$ cat config.mk
export PLATFORM = sky130hd
export DESIGN_NAME = video_timing_tpg
export DESIGN_NICKNAME = d
export VERILOG_FILES = /design/src/rtl/video_pkg.sv /design/src/rtl/video_tpg_pattern.sv /design/src/rtl/video_timing_tpg.sv
export SDC_FILE = /design/constraint.sdc
export NUM_CORES = 1
export LEC_CHECK = 0
export ABC_AREA = 0
export CAP_MARGIN = 20
export CORE_MARGIN = 2
export CORE_UTILIZATION = 57
export CTS_BUF_LIST = sky130_fd_sc_hd__clkbuf_2
export CTS_CLUSTER_DIAMETER = 60
export DETAILED_ROUTE_END_ITERATION = 8
export HOLD_SLACK_MARGIN = 0.1
export PLACE_DENSITY = 0.95
export SKIP_CTS_REPAIR_TIMING = 1
export SLEW_MARGIN = 30
export SYNTH_ARGS = -nofsm -noshare
export SYNTH_HDL_FRONTEND = slang
export SYNTH_SLANG_ARGS = --single-unit
$ cat constraint.sdc
create_clock -name clk_i -period 4.85 [get_ports clk_i]
set_clock_uncertainty 0.1 [all_clocks]
set_input_delay 0.97 -clock clk_i [delete_from_list [all_inputs] [get_ports clk_i]]
set_output_delay 0.97 -clock clk_i [all_outputs]
set_load 0.005 [all_outputs]
$ cat src/rtl/video_pkg.sv
// Shared timing defaults, colour constants and pattern-select encoding for the
// video source stage.
package video_pkg;

  localparam int H_ACTIVE_1080 = 1920;
  localparam int H_FP_1080     = 88;
  localparam int H_SYNC_1080   = 44;
  localparam int H_BP_1080     = 148;
  localparam int V_ACTIVE_1080 = 1080;
  localparam int V_FP_1080     = 4;
  localparam int V_SYNC_1080   = 5;
  localparam int V_BP_1080     = 36;

  // Counter widths cover totals up to 4096 pixels x 2048 lines.
  localparam int HCNT_W = 12;
  localparam int VCNT_W = 11;

  localparam logic [23:0] RGB_WHITE   = 24'hFFFFFF;
  localparam logic [23:0] RGB_YELLOW  = 24'hFFFF00;
  localparam logic [23:0] RGB_CYAN    = 24'h00FFFF;
  localparam logic [23:0] RGB_GREEN   = 24'h00FF00;
  localparam logic [23:0] RGB_MAGENTA = 24'hFF00FF;
  localparam logic [23:0] RGB_RED     = 24'hFF0000;
  localparam logic [23:0] RGB_BLUE    = 24'h0000FF;
  localparam logic [23:0] RGB_BLACK   = 24'h000000;

  typedef enum logic [1:0] {
    PAT_BARS  = 2'd0,
    PAT_RAMP  = 2'd1,
    PAT_CHECK = 2'd2,
    PAT_SOLID = 2'd3
  } pattern_e;

  function automatic logic [23:0] bar_colour(input logic [2:0] idx);
    case (idx)
      3'd0:    return RGB_WHITE;
      3'd1:    return RGB_YELLOW;
      3'd2:    return RGB_CYAN;
      3'd3:    return RGB_GREEN;
      3'd4:    return RGB_MAGENTA;
      3'd5:    return RGB_RED;
      3'd6:    return RGB_BLUE;
      default: return RGB_BLACK;
    endcase
  endfunction

endpackage

$ cat src/rtl/video_tpg_pattern.sv
// Combinational test-pattern generator: maps a pixel position and pattern
// select onto an RGB colour. Blanking is applied by the caller.
module video_tpg_pattern
  import video_pkg::*;
#(
  parameter int H_ACTIVE = H_ACTIVE_1080
) (
  input  logic [HCNT_W-1:0] x_i,
  input  logic [VCNT_W-1:0] y_i,
  input  logic [1:0]        pattern_i,
  input  logic [23:0]       solid_rgb_i,
  output logic [23:0]       rgb_o
);

  localparam int BAR_W = H_ACTIVE / 8;

  logic [2:0] bar_idx;
  logic       unused_y;

  // Threshold compare chain instead of a divide by the bar width.
  always_comb begin
    bar_idx = 3'd0;
    for (int k = 1; k < 8; k++) begin
      if (int'(x_i) >= k * BAR_W) bar_idx = 3'(k);
    end
  end

  always_comb begin
    rgb_o = RGB_BLACK;
    case (pattern_e'(pattern_i))
      PAT_BARS:  rgb_o = bar_colour(bar_idx);
      PAT_RAMP:  rgb_o = {3{x_i[10:3]}};
      PAT_CHECK: rgb_o = (x_i[6] ^ y_i[6]) ? RGB_WHITE : RGB_BLACK;
      PAT_SOLID: rgb_o = solid_rgb_i;
    endcase
  end

  assign unused_y = ^{y_i[VCNT_W-1:7], y_i[5:0]};

endmodule

$ cat src/rtl/video_timing_tpg.sv
// Raster timing generator with registered blank/sync/RGB outputs driving the
// downstream processing stage. Define TPG_MOTION_EN for horizontal scrolling.
module video_timing_tpg
  import video_pkg::*;
#(
  parameter int H_ACTIVE    = H_ACTIVE_1080,
  parameter int H_FP        = H_FP_1080,
  parameter int H_SYNC      = H_SYNC_1080,
  parameter int H_BP        = H_BP_1080,
  parameter int V_ACTIVE    = V_ACTIVE_1080,
  parameter int V_FP        = V_FP_1080,
  parameter int V_SYNC      = V_SYNC_1080,
  parameter int V_BP        = V_BP_1080,
  parameter int SCROLL_STEP = 4
) (
  input  logic        clk_i,
  input  logic        rst_i,
  input  logic        cen_i,
  input  logic [1:0]  pattern_sel_i,
  input  logic [23:0] solid_rgb_i,
  output logic [23:0] vid_rgb_o,
  output logic [1:0]  vh_blank_o,
  output logic [2:0]  dvh_sync_o,
  output logic [15:0] frame_cnt_o
);

  localparam int H_TOTAL = H_ACTIVE + H_FP + H_SYNC + H_BP;
  localparam int V_TOTAL = V_ACTIVE + V_FP + V_SYNC + V_BP;
  localparam logic [HCNT_W-1:0] H_LAST  = HCNT_W'(H_TOTAL - 1);
  localparam logic [VCNT_W-1:0] V_LAST  = VCNT_W'(V_TOTAL - 1);
  localparam logic [HCNT_W-1:0] HS_BEG  = HCNT_W'(H_ACTIVE + H_FP);
  localparam logic [HCNT_W-1:0] HS_END  = HCNT_W'(H_ACTIVE + H_FP + H_SYNC);
  localparam logic [VCNT_W-1:0] VS_BEG  = VCNT_W'(V_ACTIVE + V_FP);
  localparam logic [VCNT_W-1:0] VS_END  = VCNT_W'(V_ACTIVE + V_FP + V_SYNC);

  logic [HCNT_W-1:0] hcnt_q, hcnt_d;
  logic [VCNT_W-1:0] vcnt_q, vcnt_d;
  logic [15:0]       frame_q, frame_d;
  logic [1:0]        pat_q, pat_d;
  logic [23:0]       rgb_q, rgb_d;
  logic [1:0]        blank_q, blank_d;
  logic [2:0]        sync_q, sync_d;

  logic              h_wrap, v_wrap, at_origin;
  logic              hblank, vblank, hsync, vsync, de;
  logic [1:0]        pat_eff;
  logic [HCNT_W-1:0] x;
  logic [23:0]       pat_rgb;

  assign h_wrap    = (hcnt_q == H_LAST);
  assign v_wrap    = (vcnt_q == V_LAST);
  assign at_origin = (hcnt_q == '0) && (vcnt_q == '0);

  assign hblank = (hcnt_q >= HCNT_W'(H_ACTIVE));
  assign vblank = (vcnt_q >= VCNT_W'(V_ACTIVE));
  assign hsync  = (hcnt_q >= HS_BEG) && (hcnt_q < HS_END);
  assign vsync  = (vcnt_q >= VS_BEG) && (vcnt_q < VS_END);
  assign de     = ~hblank & ~vblank;

  // The first pixel of a frame already uses the select being latched there,
  // so a change applies to the whole following frame.
  assign pat_eff = at_origin ? pattern_sel_i : pat_q;

`ifdef TPG_MOTION_EN
  logic [11:0] scroll_q, scroll_d;
  logic [12:0] x_sum, scroll_sum;

  // Both sums stay below 2*H_ACTIVE while active, so one subtract is a modulo.
  always_comb begin
    x_sum      = {1'b0, hcnt_q} + {1'b0, scroll_q};
    x          = (x_sum >= 13'(H_ACTIVE)) ? 12'(x_sum - 13'(H_ACTIVE)) : x_sum[11:0];
    scroll_sum = {1'b0, scroll_q} + 13'(SCROLL_STEP);
    scroll_d   = scroll_q;
    if (cen_i && h_wrap && v_wrap) begin
      scroll_d = (scroll_sum >= 13'(H_ACTIVE)) ? 12'(scroll_sum - 13'(H_ACTIVE))
                                               : scroll_sum[11:0];
    end
  end

  always_ff @(posedge clk_i) begin
    if (rst_i) scroll_q <= '0;
    else       scroll_q <= scroll_d;
  end
`else
  assign x = hcnt_q;
`endif

  video_tpg_pattern #(
    .H_ACTIVE (H_ACTIVE)
  ) u_pattern (
    .x_i         (x),
    .y_i         (vcnt_q),
    .pattern_i   (pat_eff),
    .solid_rgb_i (solid_rgb_i),
    .rgb_o       (pat_rgb)
  );

  always_comb begin
    hcnt_d  = hcnt_q;
    vcnt_d  = vcnt_q;
    frame_d = frame_q;
    pat_d   = pat_q;
    rgb_d   = rgb_q;
    blank_d = blank_q;
    sync_d  = sync_q;
    if (cen_i) begin
      hcnt_d = h_wrap ? '0 : hcnt_q + 1'b1;
      if (h_wrap) begin
        vcnt_d = v_wrap ? '0 : vcnt_q + 1'b1;
        if (v_wrap) frame_d = frame_q + 16'd1;
      end
      if (at_origin) pat_d = pattern_sel_i;
      blank_d = {vblank, hblank};
      sync_d  = {de, vsync, hsync};
      rgb_d   = de ? pat_rgb : RGB_BLACK;
    end
  end

  always_ff @(posedge clk_i) begin
    if (rst_i) begin
      hcnt_q  <= '0;
      vcnt_q  <= '0;
      frame_q <= '0;
      pat_q   <= '0;
      rgb_q   <= RGB_BLACK;
      blank_q <= 2'b11;
      sync_q  <= 3'b000;
    end else begin
      hcnt_q  <= hcnt_d;
      vcnt_q  <= vcnt_d;
      frame_q <= frame_d;
      pat_q   <= pat_d;
      rgb_q   <= rgb_d;
      blank_q <= blank_d;
      sync_q  <= sync_d;
    end
  end

  assign vid_rgb_o   = rgb_q;
  assign vh_blank_o  = blank_q;
  assign dvh_sync_o  = sync_q;
  assign frame_cnt_o = frame_q;

endmodule
---- After elaboration in Yosys (flattened, before gate mapping) ----
Index checks and enable logic that the tools add are counted.
storage, ports and cells
  register bits after elaboration ......... 70
  logic and storage cells ................. 61
  bits of input ports ..................... 29
  output and inout bits ................... 45
cells by class
  equality and inequality tests ........... 11
  bitwise operators ....................... 4
  muxes and demuxes ....................... 14
  magnitude comparators ................... 13
  reductions and logical operators ........ 9
  add/sub/neg operators ................... 3
operators with widths
  kind                                                                 number
  case mux 24 bit (7 select lines)                                     1
  case mux 24 bit (4 select lines)                                     1
  greater-or-equal comparator 12 x 11 -> 1 bit, second input constant  5
  2-to-1 mux 24 bit                                                    2
  greater-or-equal comparator 12 x 10 -> 1 bit, second input constant  2
  greater-or-equal comparator 11 bit, second input constant            2
  adder 16 x 1 -> 16 bit, second input constant                        1
  adder 12 x 1 -> 12 bit, second input constant                        1
  == test 12 bit, second input constant                                1
  greater-or-equal comparator 12 x 8 -> 1 bit, second input constant   1
  greater-or-equal comparator 12 x 9 -> 1 bit, second input constant   1
  zero test 12 bit                                                     1
  < comparator 12 bit, second input constant                           1
  2-to-1 mux 12 bit                                                    1
  2-to-1 mux 3 bit                                                     4
  adder 11 x 1 -> 11 bit, second input constant                        1
  == test 11 bit, second input constant                                1
  zero test 11 bit                                                     1
  < comparator 11 bit, second input constant                           1
  2-to-1 mux 11 bit                                                    1
  == test 3 bit, second input constant                                 3
  == test 3 x 2 -> 1 bit, second input constant                        2
  2-to-1 mux 2 bit                                                     3
  == test 2 bit, second input constant                                 2
  11 further kinds                                                     14

---- Longest topological paths before layout ----
Gate-level depths: netlist (run 1).
  depth after elaboration ................. 12
  depth in mapped cells ................... 10
  mapped depth without buffers ............ 8

---- By module ----
A second synthesis (run 1) with hierarchy kept.
second synthesis, totals
  cell total of the unflattened synthesis .. 435
  area total of the unflattened synthesis .. 3806.2 µm²
by module, submodules not included
  module             sequential area each (µm²)  cells an instance  area each (µm²)  times used
  video_timing_tpg   1401.3                      334                3110.5           1
  video_tpg_pattern  0.0                         101                695.7            1

---- Worst setup path before layout (run 1) ----
OpenSTA, ideal clock, no wires.
  path kind ............................... reg2reg
  start ................................... register hcnt_q[4]
  end ..................................... register rgb_q[7] (netlist: vid_rgb_o[7])
  path buffers ............................ 1
  slack ................................... 2.120 ns
  clock period less this slack ............ 2.730 ns
  data required time ...................... 4.664 ns
  arrival time ............................ 2.544 ns
  setup time .............................. 0.086 ns
  stages on the path, launching flop included .. 8
  path through ............................ dfxtp_1 > buf_6 > or3_4 > or4_4 > nor2_8 > mux2_2 > a221o_4 > a221oi_2
between the ends
  cells in the longest elaborated chain, start to end .. 12
RTL lines
  what                                         line                     source
  start: declaration                           video_timing_tpg.sv:36   logic [HCNT_W-1:0] hcnt_q, hcnt_d;
  start signal: assignment                     video_timing_tpg.sv:129  hcnt_q <= hcnt_d;
  greater-or-equal comparator 12 x 8 -> 1 bit  video_tpg_pattern.sv:24  if (int'(x_i) >= k * BAR_W) bar_idx = 3'(k);
  2-to-1 mux 1 bit                             video_tpg_pattern.sv:24
  2-to-1 mux 2 bit (2 in a row)                video_tpg_pattern.sv:24
  2-to-1 mux 3 bit (4 in a row)                video_tpg_pattern.sv:24
  == test 3 bit (tied with other cells)        video_pkg.sv:35          case (idx)
  case mux 24 bit (7 select lines)             video_pkg.sv:35
  case mux 24 bit (4 select lines)             video_tpg_pattern.sv:30  case (pattern_e'(pattern_i))
  2-to-1 mux 24 bit *                          video_timing_tpg.sv:115  rgb_d = de ? pat_rgb : RGB_BLACK;
  end signal: assignment                       video_timing_tpg.sv:133  rgb_q <= rgb_d;
  end: declaration                             video_timing_tpg.sv:40   logic [23:0] rgb_q, rgb_d;
Every way passes the cells marked *; elsewhere a longest branch is shown, timed or not.
A chain may end at the register's enable or synchronous reset.

==> impl_metrics.py, run 1 <==
metrics = {
    "setup_path": {
        "cp.arrival_ns": 3.50,
        "rr_worst_depth": 6,
        "startpoint_type": "input pin",
        "critPathMaxFanout": 19,
        "worstReg2RegEnd": "vid_rgb_o[4]$_SDFFE_PP0P_",
        "crit-reg2reg-launch": "vcnt_q[6]$_SDFFE_PP0P_",
        "end_kind": "register",
        "worstPathRequired_ns": 5.18,
        "crit_type": "in -> reg",
        "r2r_setup_slack_ns": 1.81,
    },
    "grt": {
        "grt-ovfl-total": 0,
        "grt_use_total": 0.265,
        "grt_pass1_wl_mm": 15.2,
        "grt_pass1_vias": 3156,
        "antenna_found_initial": 0,
        "grt_max_degree": 33,
    },
    "yosys": {
        "synth-compound-area-share": 0.204,
        "ys_warn_count": 0,
        "synthSimpleGateAreaFrac": 0.261,
        "yosysSeqAreaShare": 0.385,
        "synth_top_family_by_area": "simple AND/OR/NAND/NOR gates",
        "synth_ff_type": "dfxtp_1",
        "synth-seq-cells": 70,
        "synthMuxAreaShare": 0.0141,
        "synth-xor-area-share": 0.0746,
        "postSynthAreaPerCell_sq_um": 8.62,
        "synth_nets": 456,
        "synth.distinct_cells": 54,
        "synth_edf_count": 0,
        "synthAdderAreaFrac": 0.0172,
        "synth_async_sr_flop_share": 0,
        "synth_area_sq_mm": 0.00364,
        "postSynthCellCount": 422,
    },
    "finish": {
        "antennaDiodeCount": 0,
        "fillCellCount": 442,
        "nets": 516,
        "drive_above_1_share": 0.0844,
        "syn_to_final_growth_pct": 23.3,
    },
    "timing": {
        "grt_setup_unrepaired": "false",
        "setup_viol_count_final": 0,
        "finalCriticalPeriod_ns": 3.17,
        "finalCritPeriodShare": 0.654,
        "worst_pin_slew_ns": 0.747,
        "fmax_mhz": 316,
        "hold_ws_ns": 0.375,
        "tns_ns": 0,
        "report.final.hold_viol_count": 0,
        "slew_viol_final": 0,
        "max-slew-margin-rel": 0.497,
    },
    "drt": {
        "vias": 3397,
        "drtPass1Iterations": 6,
        "drt_wl_total_mm": 9.14,
        "wl_per_cell_um": 16.2,
        "drcViolationCount": 0,
        "ant_nets": 0,
        "drt_iter0_markers": 185,
        "vias_per_cell": 6.03,
    },
    "flow_run": {
        "max-cap-violations": 0,
    },
    "clocking": {
        "path_clk_slew_ns": 0.19,
        "numCtsBuffers": 9,
        "clock-sinks": 70,
        "cts.htree.levels": 3,
        "clockBufferDepth": 2,
        "cts_tree": "done",
        "clock-root-buffer": "clkbuf_2",
        "clkLatencyLatePin_ns": 0.52,
    },
    "hold_path": {
        "hold_depth": 2,
        "hp-start": "vid_rgb_o[19]$_SDFFE_PP0P_",
        "hp-class": "reg -> reg",
        "min_to": "vid_rgb_o[19]$_SDFFE_PP0P_",
    },
    "die": {
        "fp.dieH_um": 83.9,
        "die_w_um": 83.9,
        "core_sq_mm": 0.00628,
        "ios": 74,
        "die_area_sq_mm": 0.00704,
        "num_rows": 29,
        "initial_utilization": 0.580,
    },
    "outcome": {
        "outcome": "finished, final reports clean",
    },
    "power": {
        "p_leak_nw": 1.57,
        "power.density_mw_per_mm2": 257,
        "power_mw": 1.15,
        "peakVddDrop_v": 0.000161,
    },
    "placed_design": {
        "gp_congestion": 0.908,
        "io_buffers": 73,
        "place_hpwl_mm": 6.66,
    },
}
-- routing by layer --
layer / GRT usage / vias up / routed length (um)
met2: 0.437 / 163 / 4300
met5: 0 / - / 0
li1: - / 1641 / -
met4: 0.129 / 0 / 303
met1: 0.330 / 1568 / 3850
met3: 0.0534 / 25 / 695
-- where the power goes --
group | total (mW) | internal [mW] | leakage (nW) | switching [mW]
Sequential | 0.623 | 0.603 | 0.570 | 0.0194
Combinational | 0.203 | 0.103 | 0.932 | 0.100
Clock | 0.329 | 0.115 | 0.0637 | 0.214
Total | 1.15 | 0.821 | 1.57 | 0.333
-- final cells by class --
type                       instances  area, sq um  share of cell area
multi-input combinational        313         2080               0.465
clock inverter                     6         63.8              0.0142
clock buffer                       9         45.0              0.0100
tap                               77         96.3              0.0215
timing repair buffer              75          746               0.166
inverter                          13         48.8              0.0109
sequential                        70         1400               0.312
-- critical path, stage by stage --
cell and delay [ns]:
clkdlybuf4s50_1 0.58, buf_4 0.27, and3_1 0.22, nand3_1 0.16, a21oi_1 0.57, clkinv_1 0.39
o31ai_1 0.33
-- registers in the layout, summed over array words and instances, names as in the netlist --
register     flops
vid_rgb_o       24
frame_cnt_o     16
hcnt_q          12
vcnt_q          11
dvh_sync_o       3
pat_q            2
vh_blank_o       2
-- metrics by stage --
stage | cell area (sq um) | cells | setup WS, ns | util
after floorplan | 3640 | 422 | 2.12 | -
after global placement | 4370 | 548 | 1.44 | 0.696
after detailed placement | 4370 | 548 | 1.28 | 0.696
after CTS | 4480 | 563 | 1.68 | 0.714
after global routing | 4490 | 563 | 1.54 | 0.715
final | 4490 | 563 | 1.68 | 0.715
-- cells by family (layout without fill, tap and decap cells) --
| family | count (synthesis) | after routing |
|---|---|---|
| xor+xnor | 31 | 31 |
| compound gates | 101 | 101 |
| simple gates | 171 | 171 |
| mux | 5 | 5 |
| buf+inv | 39 | 103 |
| fa+ha+maj | 5 | 5 |
| flops | 70 | 70 |
-- layout by cell type (no fill, tap or decap), types with 2 or more instances in the layout --
cell type        instances
and3_1                   9
ha_1                     5
clkbuf_2                 9
mux2i_1                  3
nand2b_1                12
a21boi_0                 7
o21ai_0                 13
nor4_1                   3
nor4b_1                  2
a32oi_1                 14
nor2b_1                  8
dfxtp_1                 70
nor2_1                  48
a221oi_2                 7
nor3b_2                  3
clkdlybuf4s50_1         73
and2_1                   2
inv_1                   12
or3_1                    6
nand4_1                 12
o31ai_1                 16
xnor2_1                 17
a21oi_1                 27
o21a_1                   3
or4_4                    2
clkinv_2                 2
nor3_1                   5
xor2_1                  14
a211oi_1                 3
nor4bb_1                 2
nand3_1                 17
buf_4                    2
o21ai_1                  3
clkinvlp_4               2
nand2_1                 29
-- how the worst max path moves through the flow --
stage,from,endpoint,cells past startpoint
after floorplan,hcnt_q[4]$_SDFFE_PP0P_,vid_rgb_o[7]$_SDFFE_PP0P_,7
after global placement,cen_i,frame_cnt_o[6]$_SDFFE_PP0P_,6
after detailed placement,cen_i,vid_rgb_o[11]$_SDFFE_PP0P_,7
after CTS,vcnt_q[6]$_SDFFE_PP0P_,vid_rgb_o[23]$_SDFFE_PP0P_,6
after global routing,cen_i,vid_rgb_o[15]$_SDFFE_PP0P_,7
final,cen_i,vid_rgb_o[15]$_SDFFE_PP0P_,7
-- cells in the mapped netlist (all sizes together) (2+ instances only) --
cell type / count / area share
dfxtp: 70 / 0.39
nor2: 50 / 0.056
nand2: 29 / 0.030
a21oi: 27 / 0.037
clkbuf: 19 / 0.020
nand3: 18 / 0.028
o21ai: 17 / 0.024
xnor2: 17 / 0.041
o31ai: 16 / 0.033
a32oi: 14 / 0.034
xor2: 14 / 0.034
inv: 12 / 0.012
nand2b: 12 / 0.021
nand4: 12 / 0.021
and3: 9 / 0.015
nor2b: 8 / 0.014
a21boi: 7 / 0.014
a221oi: 7 / 0.029
buf: 7 / 0.011
or3: 7 / 0.013
nor3: 6 / 0.0096
ha: 5 / 0.017
nor4: 5 / 0.014
mux2i: 4 / 0.011
a211oi: 3 / 0.0062
nor3b: 3 / 0.010
o21a: 3 / 0.0062
or4: 3 / 0.0083
and2: 2 / 0.0034
nor4b: 2 / 0.0048
nor4bb: 2 / 0.0055
No activity file was read; power rests on OpenSTA's default activity.
==> run 2: changes to the inputs <==
CORE_UTILIZATION = 53   (was 57)
PLACE_DENSITY = 0.94   (was 0.95)
clock period = 3.1 ns   (was 4.85 ns; I/O delays follow)
==> impl_metrics.py, run 2 (synthesis results as in run 1) <==
metrics = {
    "clocking": {
        "clock-sinks": 70,
        "clock-root-buffer": "clkbuf_2",
        "path_clk_slew_ns": 0.20,
        "clkLatencyLatePin_ns": 0.52,
        "cts.htree.levels": 3,
        "numCtsBuffers": 9,
        "clockBufferDepth": 2,
        "cts_tree": "done",
    },
    "finish": {
        "final_common_cell": "clkdlybuf4s50_1",
        "largest_register_ffs": 24,
        "drive_above_1_share": 0.101,
        "syn_to_final_growth_pct": 26.9,
        "nets": 527,
        "mostFrequentLayoutCells": "73 x clkdlybuf4s50_1, 70 x dfxtp_1, 48 x nor2_1, 29 x nand2_1, 27 x a21oi_1",
        "antennaDiodeCount": 0,
    },
    "drt": {
        "drtPass1Iterations": 7,
        "ant_nets": 0,
        "drcViolationCount": 0,
        "vias": 3472,
        "drt_iter0_markers": 288,
        "vias_per_cell": 6.02,
        "drt_wl_total_mm": 9.51,
        "wl_per_cell_um": 16.5,
    },
    "timing": {
        "setup_viol_count_final": 0,
        "worst_slack_ns": 0.249,
        "grt_setup_unrepaired": "false",
        "finalCritPeriodShare": 0.920,
        "tns_ns": 0,
        "fmax_mhz": 351,
        "report.final.hold_viol_count": 0,
        "worst_pin_slew_ns": 0.675,
        "slew_viol_final": 0,
        "max-slew-margin-rel": 0.547,
        "finalCriticalPeriod_ns": 2.85,
    },
    "die": {
        "die_w_um": 86.9,
        "initial_utilization": 0.542,
        "fp.dieH_um": 86.9,
        "die_area_sq_mm": 0.00754,
        "num_rows": 30,
        "core_sq_mm": 0.00672,
        "ios": 74,
    },
    "setup_path": {
        "critPathMaxFanout": 10,
        "worstPathRequired_ns": 3.46,
        "cp.arrival_ns": 3.21,
        "startpoint_type": "register",
        "end_kind": "register",
        "crit_type": "reg -> reg",
    },
    "placed_design": {
        "place_hpwl_mm": 7.09,
        "place_ws_ns": 0.177,
        "gp_congestion": 0.893,
        "io_buffers": 73,
    },
    "grt": {
        "grt_use_total": 0.252,
        "antenna_found_initial": 0,
        "grt_pass1_wl_mm": 15.1,
        "grt_pass1_vias": 3291,
        "grt-ovfl-total": 0,
        "grt_max_degree": 25,
    },
    "outcome": {
        "outcome": "finished, final reports clean",
    },
    "hold_path": {
        "hp-class": "reg -> reg",
    },
    "power": {
        "p_leak_nw": 1.65,
        "peakVddDrop_v": 0.000338,
        "power.density_mw_per_mm2": 427,
    },
    "flow_run": {
        "max-cap-violations": 0,
    },
}
[run 2: report_power, final]
part / total [mW] / internal (mW) / switching (mW)
Sequential: 0.973 / 0.944 / 0.0292
Clock: 0.674 / 0.344 / 0.331
Combinational: 0.323 / 0.165 / 0.158
Total: 1.97 / 1.45 / 0.518
[run 2: layer usage]
metal,routed length (um),global-route usage
met3,701,0.0664
met1,3960,0.300
met4,289,0.109
met2,4560,0.428
met5,0,0
[run 2: area by class of cell]
type,instances,area (sq um)
fill,509,2100
multi-input combinational,313,2080
sequential,70,1400
timing repair buffer,86,828
clock inverter,6,111
tap,80,100
inverter,13,48.8
clock buffer,9,45.0
[run 2: path summary, 6_finish.rpt]
path	slack, ns	endpoint	cells past startpoint	startpoint
worst max-delay path	0.25	vid_rgb_o[7]$_SDFFE_PP0P_	6	hcnt_q[4]$_SDFFE_PP0P_
worst min-delay path	0.38	vid_rgb_o[11]$_SDFFE_PP0P_	2	vid_rgb_o[11]$_SDFFE_PP0P_
worst max register to register	0.25	vid_rgb_o[7]$_SDFFE_PP0P_	6	hcnt_q[4]$_SDFFE_PP0P_
worst min register to register	0.38	vid_rgb_o[11]$_SDFFE_PP0P_	2	vid_rgb_o[11]$_SDFFE_PP0P_
[run 2: critical path, cell delays in order, from the launching register on]
cell	delay, ns
dfxtp_1	0.45
or3_4	0.45
or4_4	0.55
nor2_8	0.17
mux2_2	0.37
a221o_4	0.45
a221oi_2	0.28
[run 2: per-stage QoR]
stage,power (mW),utilization,cells,hold WS [ns],area (sq um)
finish,1.97,0.687,577,0.377,4620
global route,2.05,0.687,577,0.394,4620
CTS,1.97,0.687,577,0.374,4620
detailed placement,1.31,0.664,562,0.350,4460
global placement,1.30,0.663,562,0.336,4460
floorplan,1.15,-,422,0.344,3640
==> variant 1, RTL diff (settings of run 1) <==
The package constant `VCNT_W` goes from 11 to 22.
--- a/src/rtl/video_pkg.sv
+++ b/src/rtl/video_pkg.sv
@@ -14,5 +14,5 @@
   // Counter widths cover totals up to 4096 pixels x 2048 lines.
   localparam int HCNT_W = 12;
-  localparam int VCNT_W = 11;
+  localparam int VCNT_W = 22;
 
   localparam logic [23:0] RGB_WHITE   = 24'hFFFFFF;
Function: same outputs for any inputs over 10 cycles, from zero or initial values and one cycle with rst_i high; that may be too few to reach the edited logic, so the function may still have changed.
==> variant 1 against run 1 <==
Hold slack better by 0.0015 ns; highest routed layer unchanged; die area rose by 8.3%; cell area increased by 7.9%; setup slack better by 0.011 ns; power increased by 14%; fmax is 0.35% higher; critical path depth unchanged; largest power group unchanged; sequential cell count grew 11; wire length increased by 4.5%; area after synthesis up 8.7%.
==> variant 1: results (changes against run 1) <==
| Metric | Value |
|---|---|
| Arr. time, crit path | 3.49 ns (about the same) |
| Post-Synth XOR/XNOR Area | 9.08% (+1.6 points) |
| Initial drt markers | 222 (+20%) |
| Number of global-route vias before repair | 3332 (+5.6%) |
| Metal-1 WL | 4.21 mm (+9.3%) |
| Fillers | 514 (+16%) |
| Commonest cells in the netlist | 81 x dfxtp_1, 64 x nor2_1, 35 x nand2_1 |
| GR Layer Usage met3 | 6.45% (+1.1 points) |
| Fraction of layout cells with a size suffix above 1 | 6.45% (-2.0 points) |
| Largest register FFs | 24 (unchanged) |
| Met1 Use GR | 34.3% (+1.3 points) |
| GRT Overall Usage | 26.1% (-0.35 points) |
| Final period util | 65.1% (-0.23 points) |
| Netlist cell types | 48 (-11%) |
| Crit path max-delay family | simple AND/OR/NAND/NOR gates |
| First-pass GRT wire length | 15.8 mm (+4.1%) |
| Crit-path slowest cell | or4_4 |
| NetSw | 336 uW (+0.94%) |
| Synth area leaders | dfxtp_1 41%, nor2_1 6.1%, xor2_1 6.0% |
| Reg2Reg Launch Point | vcnt_q[17] |
| Pre-CTS setup slack | 1.16 ns (-0.114 ns) |
| Wire length per cell | 15.7 um (-3.0%) |
| Post-Place Cell Area | 4700 um^2 (+7.5%) |
| Synthesized net count | 495 (+8.6%) |
| P_leak | 0.00193 uW (+23%) |
| Worst setup path end | vcnt_q[9] |
| Layout Nets | 557 (+7.9%) |
| Vias per Instance | 5.90 (-2.3%) |
| Synth Area in Compound Gates | 16.5% (-3.9 points) |
| Placer congestion estimate | 0.926 (+1.9%) |
| Largest stage delay on the critical path | 0.60 ns (+0.02 ns) |
| Met3 wire length | 603 um (-13%) |
| Sequential share of the synthesized area | 41.0% (+2.5 points) |
| Metal2 WL | 4.53 mm (+5.5%) |
| Skew-Pair Late Insertion Delay | 0.55 ns (+0.03 ns) |
| Actual slew at the worst max-slew pin | 0.794 ns (+0.0463 ns) |
| Crit path max fanout | 21 (+2) |
| Post-DP HPWL | 6.88 mm (+3.4%) |
| Post-synthesis mux area share | 2.40% (+0.99 points) |
| Status | completed |
| TritonRoute pass-1 iters | 5 (-1) |
| Hold Crit Start | dvh_sync_o[1] |
| Final hold slack | 0.376 ns (+0.00146 ns) |
| Post-Synth Adder-Cell Area | 2.15% (+0.43 points) |
==> variant 1: cell types whose count changed after synthesis, sizes merged, moves of 8 or more <==
cell   change
a21o      +25
a22o      +24
o31ai     -16
a32oi     -14
nor2      +14
xor2      +13
dfxtp     +11
o21ai      -8
==> variant 1: layout make-up <==
class	instances	share of cell area, %
clock inverter	5	1.66
timing repair buffer	77	15.7
sequential	81	33.5
clock buffer	11	1.14
inverter	7	0.543
tap	80	2.07
multi-input combinational	346	45.4
==> variant 1: power by group through the flow <==
stage / combinational [uW] / clock, uW / sequential (uW)
finish: 199 / 404 / 713
global route: 213 / 437 / 717
CTS: 198 / 404 / 713
detailed placement: 195 / 0 / 726
global placement: 191 / 0 / 725
floorplan: 98.5 / 0 / 723
==> variant 1: through the flow <==
stage / cells / utilization (%)
finish: 607 / 71.6
global route: 607 / 71.6
CTS: 607 / 71.5
detailed placement: 591 / 69.5
global placement: 591 / 69.4
floorplan: 460 / -
==> variant 2, RTL diff (flow settings as in run 1) <==
Without the edit above. One comparison of `hcnt_q` changes from == to >=.
--- a/src/rtl/video_timing_tpg.sv
+++ b/src/rtl/video_timing_tpg.sv
@@ -48,5 +48,5 @@
   logic [23:0]       pat_rgb;
 
-  assign h_wrap    = (hcnt_q == H_LAST);
+  assign h_wrap    = (hcnt_q >= H_LAST);
   assign v_wrap    = (vcnt_q == V_LAST);
   assign at_origin = (hcnt_q == '0) && (vcnt_q == '0);
Check against the original RTL: same outputs for any inputs over 10 cycles, from zero or initial values and one cycle with rst_i high; that may be too few to reach the edited logic, so the function may still have changed.
==> variant 2 against run 1 <==
Synthesized cell count is the same; power shrank 3.7%; setup slack gained 0.099 ns; sequential cell count is the same; wire length shrank 7.2%; die area shrank 6.5%; cell area shrank 5.7%; area after synthesis shrank 6.8%.
==> variant 2: results (changes against run 1) <==
| Metric | Value |
|---|---|
| Status | completed |
| Clk_buf instances | 11 (+2) |
| Multi-input logic portion of the cell area | 43.4% (-3.1 points) |
| Fillers | 437 (-1.1%) |
| Fraction of layout cells with a size suffix above 1 | 4.73% (-3.7 points) |
| Actual slew at the worst max-slew pin | 0.707 ns (-0.0406 ns) |
| Met1 Use GR | 32.9% (-0.066 points) |
| P_leak | 0.00147 uW (-6.2%) |
| Placer congestion estimate | 0.900 (-0.96%) |
| Pre-CTS setup slack | 1.46 ns (+0.180 ns) |
| VDD IR max | 0.167 mV (+3.6%) |
| Min Tclk post-route | 3.07 ns (-0.0989 ns) |
| GRT Overall Usage | 27.1% (+0.56 points) |
| Vias per Instance | 5.88 (-2.5%) |
| Post-Place Cell Area | 4130 um^2 (-5.6%) |
| NetSw | 299 uW (-10%) |
| Avg Inst Size Synth | 8.04 um^2 (-6.8%) |
| Reg2Reg Launch Point | vcnt_q[0] |
| Commonest cells in the netlist | 70 x dfxtp_1, 47 x nand2_1, 47 x nor2_1 |
| Non-clock buffering overhead | 18.0% (+1.4 points) |
| Metal2 WL | 4.07 mm (-5.3%) |
| Layout area overhead | 24.8% |
| Synth area leaders | dfxtp_1 41%, o21ai_0 5.8%, a211oi_1 5.5% |
| Post-DP HPWL | 6.04 mm (-9.3%) |
| Layout Nets | 515 (-0.19%) |
| Final hold slack | 0.376 ns (+0.000783 ns) |
| Multi-In Gates | 314 (+0.32%) |
| Reg power frac | 55.7% (+1.8 points) |
| First-pass GRT wire length | 13.8 mm (-9.0%) |
| Count of plain and timing-repair buffers | 77 (+2.7%) |
| Clock-cell share | 2.48% (+0.057 points) |
| Post-synthesis mux area share | 2.10% (+0.69 points) |
| Worst Reg-to-Reg Cells | 8 (+2) |
| Met2 Use GR | 46.0% (+2.2 points) |
| Largest net degree at the start of global routing | 29 (-12%) |
| Area of the multi-input gates | 1840 um^2 (-12%) |
## variant 2: changes by cell type in the layout (fill, tap and decap cells not counted), sizes merged, moves of 7 or more
cell / change
a221oi: -7
a32oi: -14
a21oi: -9
o31ai: -12
a211oi: +22
nand2b: -8
nand2: +18
a21boi: -7
o21ai: +25
## variant 2: kinds of logic after synthesis
group	count (synthesis)
flops	70
simple gates	176
buf+inv	38
fa+ha+maj	6
xor+xnor	24
mux	7
compound gates	101
## variant 2: worst max path at each step
| stage | cells after the start | to | from |
|---|---|---|---|
| 2_1_floorplan | 6 | frame_cnt_o[15] | cen_i |
| 3_3_place_gp | 6 | frame_cnt_o[15] | cen_i |
| 3_5_place_dp | 6 | frame_cnt_o[15] | cen_i |
| 4_1_cts | 8 | frame_cnt_o[15] | vcnt_q[0] |
| 5_1_grt | 8 | frame_cnt_o[15] | vcnt_q[0] |
| 6_report | 8 | frame_cnt_o[15] | vcnt_q[0] |
